**src/rtl/input_debouncer.sv**
```systemverilog
// input_debouncer
// Multi-channel input conditioner: each raw input is synchronised, then
// debounced by a per-channel saturating stability counter gated by 'tick'.
// Registered one-cycle rise/fall pulses accompany every change of 'op'.
// Optional fast-release mode lets 1->0 transitions bypass the debounce.

module input_debouncer #(
    parameter int                  CHANNELS        = 4,
    parameter int                  SYNC_STAGES     = 2,
    parameter int                  DEBOUNCE_CYCLES = 6,
    parameter int                  CNT_WIDTH       = 8,
    parameter logic [CHANNELS-1:0] RESET_VALUE     = {CHANNELS{1'b0}},
    parameter bit                  FAST_RELEASE    = 1'b0
) (
    input  logic                clk,
    input  logic                rst,
    input  logic [CHANNELS-1:0] ip,
    input  logic                tick,
    output logic [CHANNELS-1:0] op,
    output logic [CHANNELS-1:0] rise,
    output logic [CHANNELS-1:0] fall
);

    // ------------------------------------------------------------------
    // Elaboration-time parameter checks
    // ------------------------------------------------------------------
    if (SYNC_STAGES < 2 || SYNC_STAGES > 4) begin : g_bad_sync_stages
        $error("input_debouncer: SYNC_STAGES must be in 2..4");
    end

    if (DEBOUNCE_CYCLES < 1 ||
        longint'(DEBOUNCE_CYCLES) >= (longint'(1) << CNT_WIDTH)) begin : g_bad_debounce
        $error("input_debouncer: DEBOUNCE_CYCLES must be >= 1 and fit in CNT_WIDTH bits");
    end

    // Terminal count: the qualifying tick that sees this value commits the new level.
    localparam logic [CNT_WIDTH-1:0] CNT_LAST = CNT_WIDTH'(DEBOUNCE_CYCLES - 1);
    localparam logic [CNT_WIDTH-1:0] CNT_ONE  = CNT_WIDTH'(1);

    // ------------------------------------------------------------------
    // Per-channel synchroniser, stability counter and edge pulses.
    // Channels share nothing except clk, rst and tick.
    // ------------------------------------------------------------------
    for (genvar gi = 0; gi < CHANNELS; gi++) begin : g_ch
        logic [SYNC_STAGES-1:0] sync_q;
        logic                   sync_s;
        logic [CNT_WIDTH-1:0]   cnt_q;
        logic [CNT_WIDTH-1:0]   cnt_d;
        logic                   op_q;
        logic                   op_d;
        logic                   rise_q;
        logic                   fall_q;

        // Plain shift chain; nothing sits between the stages.
        always_ff @(posedge clk or posedge rst) begin
            if (rst) begin
                sync_q <= {SYNC_STAGES{RESET_VALUE[gi]}};
            end else begin
                sync_q <= {sync_q[SYNC_STAGES-2:0], ip[gi]};
            end
        end

        assign sync_s = sync_q[SYNC_STAGES-1];

        // Next-state for the stable level and its counter, highest priority first.
        always_comb begin
            cnt_d = cnt_q;
            op_d  = op_q;
            if (sync_s == op_q) begin
                // Input agrees with the stable level: any partial count was a glitch.
                cnt_d = '0;
            end else if (FAST_RELEASE == 1'b1 && op_q == 1'b1 && sync_s == 1'b0) begin
                // Legacy release path: drop immediately, independent of tick.
                op_d  = 1'b0;
                cnt_d = '0;
            end else if (tick && cnt_q == CNT_LAST) begin
                // New level has held long enough: commit it and restart counting.
                op_d  = sync_s;
                cnt_d = '0;
            end else if (tick) begin
                cnt_d = cnt_q + CNT_ONE;
            end
            // tick low with a mismatch: count is held, not cleared.
        end

        // Stable level, counter and registered edge pulses.
        always_ff @(posedge clk or posedge rst) begin
            if (rst) begin
                op_q   <= RESET_VALUE[gi];
                cnt_q  <= '0;
                rise_q <= 1'b0;
                fall_q <= 1'b0;
            end else begin
                op_q   <= op_d;
                cnt_q  <= cnt_d;
                rise_q <= op_d & ~op_q;
                fall_q <= ~op_d & op_q;
            end
        end

        assign op[gi]   = op_q;
        assign rise[gi] = rise_q;
        assign fall[gi] = fall_q;
    end

endmodule
```
**config.mk**
```make
export PLATFORM = sky130hd
export DESIGN_NAME = input_debouncer
export DESIGN_NICKNAME = d
export VERILOG_FILES = /design/src/rtl/input_debouncer.sv
export SDC_FILE = /design/constraint.sdc
export NUM_CORES = 1
export LEC_CHECK = 0
export CAP_MARGIN = 20
export CORE_ASPECT_RATIO = 0.5
export CORE_MARGIN = 4
export CORE_UTILIZATION = 57
export CTS_CLUSTER_DIAMETER = 120
export CTS_CLUSTER_SIZE = 12
export DETAILED_ROUTE_END_ITERATION = 12
export PLACE_DENSITY_LB_ADDON = 0.12
export REMOVE_ABC_BUFFERS = 1
export SLEW_MARGIN = 5
export SYNTH_ARGS = -nofsm -noshare
export SYNTH_HDL_FRONTEND = slang
export SYNTH_SLANG_ARGS = --single-unit
```
**constraint.sdc**
```tcl
create_clock -name clk -period 2.2 [get_ports clk]
set_input_delay 0.33 -clock clk [delete_from_list [all_inputs] [get_ports clk]]
set_output_delay 0.33 -clock clk [all_outputs]
set_load 0.1 [all_outputs]
```
# After elaboration in Yosys (flattened, before gate mapping)
# Cells that the tools add are included.
# classes
bitwise	16
add_sub_neg	4
n_eq_ne	8
reduce_logical	8
n_mux	20
# op_table
operator	count
$mux W8	12
$add A8 B1 Y8 const B	4
$eq A8 B3 Y1 const B	4
$reduce_bool A3 Y1	4
$and A1 B1 Y1	8
$mux W1	8
$not A1 Y1	8
$eq A1 B1 Y1	4
$logic_and A1 B1 Y1	4
# word_totals
reg_bits	52
word_cells	76

# Longest topological paths before layout
# Gate-level depths: netlist (run 1).
# depth
word_depth	6
ltp_mapped	6
ltp_nobuf	6

# Worst setup path after synthesis (run 1)
# No wires, ideal clock.
# synth_timing
kind	register -> register
from	register g_ch[1].cnt_q[0]
to	register g_ch[1].cnt_q[7]
period_less_slack_ns	1.523
arrival_time_ns	1.443
slack_ns	0.677
setup_time_ns	0.079
stages_incl_launch_ff	6
path_buffers	0
path_cell_list	dfrtp_1 > ha_1 > and4b_1 > nand2_1 > or4b_1 > mux2i_1
# synth_via
elab_chain_len	4
# synth_rtl
element	line	rtl
start, declared	47	logic [CNT_WIDTH-1:0] cnt_q;
start signal, assigned	95	cnt_q <= cnt_d;
$add A8 B1 Y8 or $eq A8 B3 Y1 (tied branches)	81, 76	
$mux W8 or $logic_and A1 B1 Y1 (tied branches)	80, 76	
$mux W8	76	end else if (tick && cnt_q == CNT_LAST) begin
$mux W8	69	if (sync_s == op_q) begin
# Parallel ways exist; a longest one is shown, timed or not. The select of a mux whose other input is x is not followed.
# A chain may end at the register's enable or synchronous reset.

# Worst setup path after layout (run 1)
# layout_timing
from	register g_ch[0].cnt_q[1]
to	register g_ch[0].op_q
# layout_via
elab_chain_len	4
# layout_rtl
element	line	rtl
start, declared	47	
start signal, assigned	95	
$eq A8 B3 Y1	76	
$logic_and A1 B1 Y1	76	
$mux W1	76	
$mux W1	69	
net g_ch[0].op_d	50	logic op_d;
end signal, assigned	89	op_q <= RESET_VALUE[gi];
end signal, assigned	94	op_q <= op_d;
end, declared	49	logic op_q;
# The timed path passes the listed nets, and every way through them passes these cells.

==> results of run 1 <==
-- cells by family after synthesis --
logic type / Yosys count
fa+ha+maj: 8
simple gates: 75
flops: 52
mux: 7
buf+inv: 25
xor+xnor: 24
compound gates: 36
-- worst max path at each step --
stage	slack, ns	to
5_1_grt	0.25	g_ch[0].cnt_q[2]
6_report	0.48	g_ch[0].op_q
2_1_floorplan	0.21	g_ch[1].cnt_q[7]
3_5_place_dp	0.26	g_ch[0].cnt_q[7]
3_3_place_gp	0.30	g_ch[0].cnt_q[7]
4_1_cts	0.46	g_ch[0].op_q
-- routing by layer --
metal | track usage | vias to the layer above | routed length [um]
li1 | - | 821 | -
met1 | 0.2226 | 822 | 2011
met2 | 0.2825 | 37 | 1817
met3 | 0.05216 | 5 | 196
met4 | 0.04415 | 0 | 23
met5 | 0 | - | 0
-- registers in the layout (all words and copies together) (netlist names) --
| name | flops |
|---|---|
| g_ch.cnt_q | 32 |
| g_ch.fall_q | 4 |
| g_ch.sync_q | 8 |
| g_ch.rise_q | 4 |
| g_ch.op_q | 4 |
-- metrics by stage --
stage,setup slack [ns],utilization,std cells,hold WS [ns]
5_1_grt,0.2530,0.6736,295,0.2978
6_report,0.4788,0.6736,295,0.2845
3_3_place_gp,0.2996,0.6507,287,0.3339
2_1_floorplan,0.2109,-,211,0.3312
3_5_place_dp,0.2607,0.6507,287,0.3379
4_1_cts,0.4554,0.6736,295,0.2854
-- cell usage in the layout, fill, tap and decap left out, types with 4 or more instances in the layout --
cell type	synthesis	routed
nand2_1	16	16
nor3b_1	8	8
nor2_1	26	26
clkbuf_8	0	6
nand4_1	5	5
buf_4	12	15
and3_1	4	4
inv_1	9	8
ha_1	8	8
o21ai_0	15	15
o2111ai_1	9	9
xor2_1	20	20
mux2_2	4	4
clkdlybuf4s50_1	0	6
dfrtp_1	52	52
-- power groups by stage --
stage	clock [W]	sequential (W)	combinational [W]
floorplan	0	0.00111	0.000139
global placement	0	0.00107	0.000274
detailed placement	0	0.00107	0.000279
CTS	0.000571	0.00105	0.000283
global route	0.000619	0.00106	0.000314
finish	0.000545	0.00105	0.000279
-- cell type report --
type,instances,area share
clock buffer,6,0.03032
inverter,9,0.01240
timing repair buffer,22,0.07074
multi-input combinational,150,0.3803
tap,54,0.02480
sequential,52,0.4777
clock inverter,2,0.003675
-- critical path, stage by stage, from the launching register on --
cell and delay (ns):
dfrtp_1 0.43, inv_1 0.08, ha_1 0.15, nor4b_1 0.36, nand4_1 0.26, mux2_2 0.33
==> results.md, run 1 <==
- Status: finished clean
- YS warnings: 0
- CTS tree: done
- Ys async rst share: 1.000
- Clk_skew: around 0.0017 ns
- Maxcap violations: 0
- Main combinational cell family by area after synthesis: simple AND/OR/NAND/NOR gates
- Setup TNS: 0 ns
- Peak Freq: 0.5810 GHz
- Synth unique cells: 34
- Post-synthesis sequential area ratio: 0.5253
- Post-synthesis register bit count: between 50 and 60
- Final setup viols: 0
- Crit path capture type: flip-flop
- Cell Area, Placed: roughly 2600 um2
- Final HPWL DP: ~2.8 mm
- RSZ-0062 raised after global routing: false
- Row cnt: 16
- Ports: 19
- Routed Antenna Nets: 0
- Crit path launch type: flip-flop
- Core area: 4044 um2
- Sw Share: 0.2848
- Vias per inst: 5.712
- P_int: around 0.0013 W
- Post-synth EDFFs: 0
- Largest cells by area after synthesis: dfrtp_1, xor2_1, ha_1
- DRC viols: 0
- H-tree Lvls: 2
- Worst-path fanout max: 5
- Hold-fix buffers at CTS: 0
- Worst Path Arrival: about 1.9 ns
- Fill cells: ~320
- Vias in the first global route: between 1500 and 2000
- Psw: between 0.0005 and 0.0006 W
- Postcts setup bufs: 0
- Crit. Startpoint: g_ch[0].cnt_q[1]
- Critical register-to-register path startpoint: g_ch[0].cnt_q[1]
- Fraction of power consumed by sequential logic: 0.560
- Wire length per cell: about 14 um
- Max Slew Vio Count: 0
- Antenna diode count: 0
- R2r setup slk: roughly 0.48 ns
- Post-CTS sizing: 0
- Simple-gate area share of the yosys netlist: 0.1646
- Die Wd: 101.2 um
- Total power: 0.001873 W
- Starting Density: 0.6126
- Compound-Gate Fraction of Synth Area: 0.09495
- Design area: 2724 um2
- Required time worst endpoint: 2.39 ns
- Static Leak: around 1.3 nW
- Tmin final: between 1.5 and 2 ns
- First-iteration detailed-routing DRC count: about 70
- Total grt overflow: 0
- Period utilization: 0.7824
- Synth Area in XOR/XNOR: 0.08788
- Worst Setup Path Type: flip-flop to flip-flop
- Avg Cell Area, Syn: ~11 um2
- Post-synth top cells: dfrtp_1, nor2_1, xor2_1
- Synth top area share: 0.5253
- Commonest register cell after synthesis: dfrtp_1
- Pre-antenna DRT Iters: 6
- Die Height: 54.62 um
- Class of the worst hold path: input pin to async pin
- Clock power frac: 0.291
- Reg2Reg Depth: 5
- Post-synthesis mux area share: 0.03030
- Pwr Density: between 600 and 700 nW/um2
- GP Congestion: around 0.83
- Worst vdd ir: approximately 0.4 mV
- Vias: 1685
- Largest area contributor in the netlist: dfrtp_1
- Layout Nets: between 200 and 300
- Fraction of layout cells with a size suffix above 1: 0.1286
- Cell Area, Synth: 2477 um2
- Total track usage: 0.1702
- Adder-cell share of the synthesized area: 0.04040
- RR Endpoint: g_ch[0].op_q
- Area delta synth->final: 9.949%
- Fin. Hold Viols: 0
- Comb pwr share: 0.149
- Clock Tree Buf Depth: 2
- First-pass GRT wire length: roughly 7.2 mm
- Skew-Pair Late Insertion Delay: 0.29 ns
- Antenna violations before repair: 0
- Least-Margin Pin Slew: roughly 0.63 ns
- Multi-input gate area: 1036 um2
- Max-slew headroom: 0.5798
- Most common cell in the netlist: dfrtp_1
- Die area: ~5500 um2
- Total CTS buffers: 5
- Total clock sinks: 52
- Synthesized instance count: about 230
- CTS root buf: clkbuf_8
- Clk slew on worst S/H paths: 0.09 ns
- Detailed Route WL: ~4.0 mm
- Largest net degree at the start of global routing: 42
- IO buf count: 18
- Register area: 1301 um2
Note: power is estimated with default switching activity, not from simulation.
==> run 2: changes to the inputs <==
- CORE_UTILIZATION: 57 -> 52
- clock period: 2.2 -> 1.4 ns (I/O delays scaled with it)
==> results.md, run 2 (same netlist as run 1, synthesis figures left out) <==
- Max-slew headroom: 0.7939 (was 0.5798)
- Clk_skew: 0.004564 ns (was 0.001742 ns)
- Highest Signal Layer: met4 (unchanged)
- Max FFs per register: 32 (unchanged)
- CP cell instances: inv_1 -> ha_2 -> nor4b_4 -> nand4_1 -> buf_6 -> mux2_2 (was inv_1 -> ha_1 -> nor4b_1 -> nand4_1 -> mux2_2)
- Met2 Wirelength: 2.901 mm (was 1.817 mm)
- Routed Antenna Nets: 0 (unchanged)
- Fill cells: 238 (was 318)
- Starting Density: 0.5520 (was 0.6126)
- Worst Setup Path Type: flip-flop to flip-flop (unchanged)
- Pre-antenna DRT Iters: 4 (was 6)
- Routed wl met3: 192 um (was 196 um)
- Class of the worst hold path: input pin to async pin (unchanged)
- WP depth: 6 (was 5)
- Worst Path Arrival: 1.81 ns (was 1.91 ns)
- Fraction of power consumed by sequential logic: 0.474 (was 0.560)
- H-tree Lvls: 2 (unchanged)
- Total grt overflow: 0 (unchanged)
- Area delta synth->final: 46.57% (was 9.949%)
- Total track usage: 0.1930 (was 0.1702)
- Total power: 0.003432 W (was 0.001873 W)
- Final setup viols: 23 (was 0)
- IO buf count: 18 (unchanged)
- Pwr Density: 945.2 nW/um2 (was 687.7 nW/um2)
- Slowest library cell on the worst path: dfrtp_1 (unchanged)
- Maxcap violations: 0 (unchanged)
- Cell Area, Placed: 3074 um2 (was 2631 um2)
- Peak Freq: 0.6203 GHz (was 0.5810 GHz)
- Max stage delay on crit path: 0.39 ns (was 0.43 ns)
- Sw Share: 0.2891 (was 0.2848)
- Core area: 4488 um2 (was 4044 um2)
- Total clock sinks: 52 (unchanged)
- Reg2Reg Depth: 6 (was 5)
- Most frequent cells in the layout: dfrtp_1, buf_4, nor2_1 (was dfrtp_1, nor2_1, xor2_1)
- Max Slew Vio Count: 0 (unchanged)
- Fin util: 0.8090 (was 0.6736)
- Worst-path fanout max: 4 (was 5)
- Pre-CTS setup slack: -0.4148 ns (was 0.2607 ns)
- Ports: 19 (unchanged)
- Comb pwr share: 0.226 (was 0.149)
- Vias: 1987 (was 1685)
- Hold-fix buffers at CTS: 0 (unchanged)
- M1 wire length: 2.582 mm (was 2.011 mm)
- Failing checks: negative setup slack
- Crit path capture type: flip-flop (unchanged)
- Top delay family on crit path: simple AND/OR/NAND/NOR gates (unchanged)
- Fin. Hold Viols: 0 (unchanged)
- Vias in the first global route: 1991 (was 1649)
- Setup WS post-layout: -0.2120 ns (was 0.4788 ns)
- Worst Path Buf+Inv: 2 (was 1)
- P_int: 0.002440 W (was 0.001340 W)
- Clock Tree Buf Depth: 2 (unchanged)
- Largest regs: g_ch.cnt_q: 32 flops, g_ch.sync_q: 8 flops (unchanged)
- Largest net degree at the start of global routing: 53 (was 42)
- DRC viols: 0 (unchanged)
- Row cnt: 17 (was 16)
- First-iteration detailed-routing DRC count: 72 (was 71)
- CTS root buf: clkbuf_8 (unchanged)
- Design area: 3631 um2 (was 2724 um2)
- Least-Margin Pin Slew: 0.3066 ns (was 0.6258 ns)
- Clk slew on worst S/H paths: 0.09 ns (about the same)
- Vias per inst: 5.474 (was 5.712)
- Period utilization: 1.151 (was 0.7824)
- Clock power frac: 0.300 (was 0.291)
- Die area: 5999 um2 (was 5529 um2)
- Wire length per cell: 16.06 um (was 13.73 um)
- Fraction of layout cells with a size suffix above 1: 0.4242 (was 0.1286)
- First-pass GRT wire length: 9.156 mm (was 7.231 mm)
- Required time worst endpoint: 1.60 ns (was 2.39 ns)
- Layout Nets: 311 (was 255)
- Skew-Pair Late Insertion Delay: 0.31 ns (was 0.29 ns)
- Detailed Route WL: 5.831 mm (was 4.049 mm)
- Total CTS buffers: 5 (unchanged)
- Most flop-heavy register: g_ch.cnt_q (unchanged)
- Antenna diode count: 0 (unchanged)
- Die Height: 56.81 um (was 54.62 um)
- Psw: 0.0009921 W (was 0.0005334 W)
- Tmin final: 1.612 ns (was 1.721 ns)
- Crit path launch type: flip-flop (unchanged)
- Worst vdd ir: 0.7304 mV (was 0.4048 mV)
- GP Congestion: 0.8154 (was 0.8277)
- Die Wd: 105.6 um (was 101.2 um)
- CTS tree: done (unchanged)
- RSZ-0062 raised after global routing: true (was false)
- Static Leak: 1.618 nW (was 1.254 nW)
- Status: finished, violations left (was finished clean)
- Final HPWL DP: 3.491 mm (was 2.846 mm)
- Antenna violations before repair: 0 (unchanged)
==> run 2: worst reg2reg max path: cells and delay by family, from the launching register on <==
family                     cells  cell delay [ns]
and+or+nand+nor                2             0.46
DFF                            1             0.39
muxes                          1             0.26
buffers and inverters          2             0.24
adders and majority gates      1             0.16
==> run 2: routing by layer <==
metal / GRT usage / up-vias
met3: 0.05741 / 16
met2: 0.3207 / 49
met1: 0.2363 / 992
met4: 0.08118 / 0
met5: 0 / -
li1: - / 930
==> run 2: area by class of cell <==
cell class / count / area, um2 / share of cell area
timing repair buffer: 78 / 788.3 / 0.2171
clock buffer: 6 / 72.57 / 0.01999
sequential: 52 / 1301 / 0.3584
multi-input combinational: 150 / 1318 / 0.3629
inverter: 9 / 33.78 / 0.009304
clock inverter: 2 / 35.03 / 0.009649
tap: 66 / 82.58 / 0.02274
==> run 2: power by group through the flow <==
stage	Sequential, W	Combinational, W	Clock (W)
finish	0.00163	0.000777	0.00103
global placement	0.00164	0.000600	0
global route	0.00163	0.000838	0.00112
CTS	0.00162	0.000682	0.00105
detailed placement	0.00164	0.000620	0
floorplan	0.00175	0.000218	0
==> run 2: through the flow <==
stage	cells	hold slack, ns	setup TNS, ns
after floorplan	211	0.2414	-18.13
after global placement	336	0.3332	-11.56
after detailed placement	336	0.3370	-12.39
after CTS	356	0.2891	-0.7831
after global routing	363	0.2845	-4.566
final	363	0.2587	-2.304
==> run 2: timing repair <==
| item | in CTS | in global routing |
|---|---|---|
| pin swaps | 13 | 19 |
| buffers inserted | 13 | 8 |
| setup endpoints to repair | 29 | 37 |
| resized for setup | 24 | 43 |
==> run 2: worst paths after layout <==
kind | start | slack [ns] | endpoint
min in group clk | ip[2] | 0.33 | g_ch[2].sync_q[0]
setup / recovery | g_ch[0].cnt_q[1] | -0.21 | g_ch[0].op_q
hold reg to reg | g_ch[1].sync_q[0] | 0.36 | g_ch[1].sync_q[1]
setup reg to reg | g_ch[0].cnt_q[1] | -0.21 | g_ch[0].op_q
hold / removal | rst | 0.26 | g_ch[0].fall_q
max in group asynchronous | rst | 0.91 | g_ch[0].cnt_q[3]
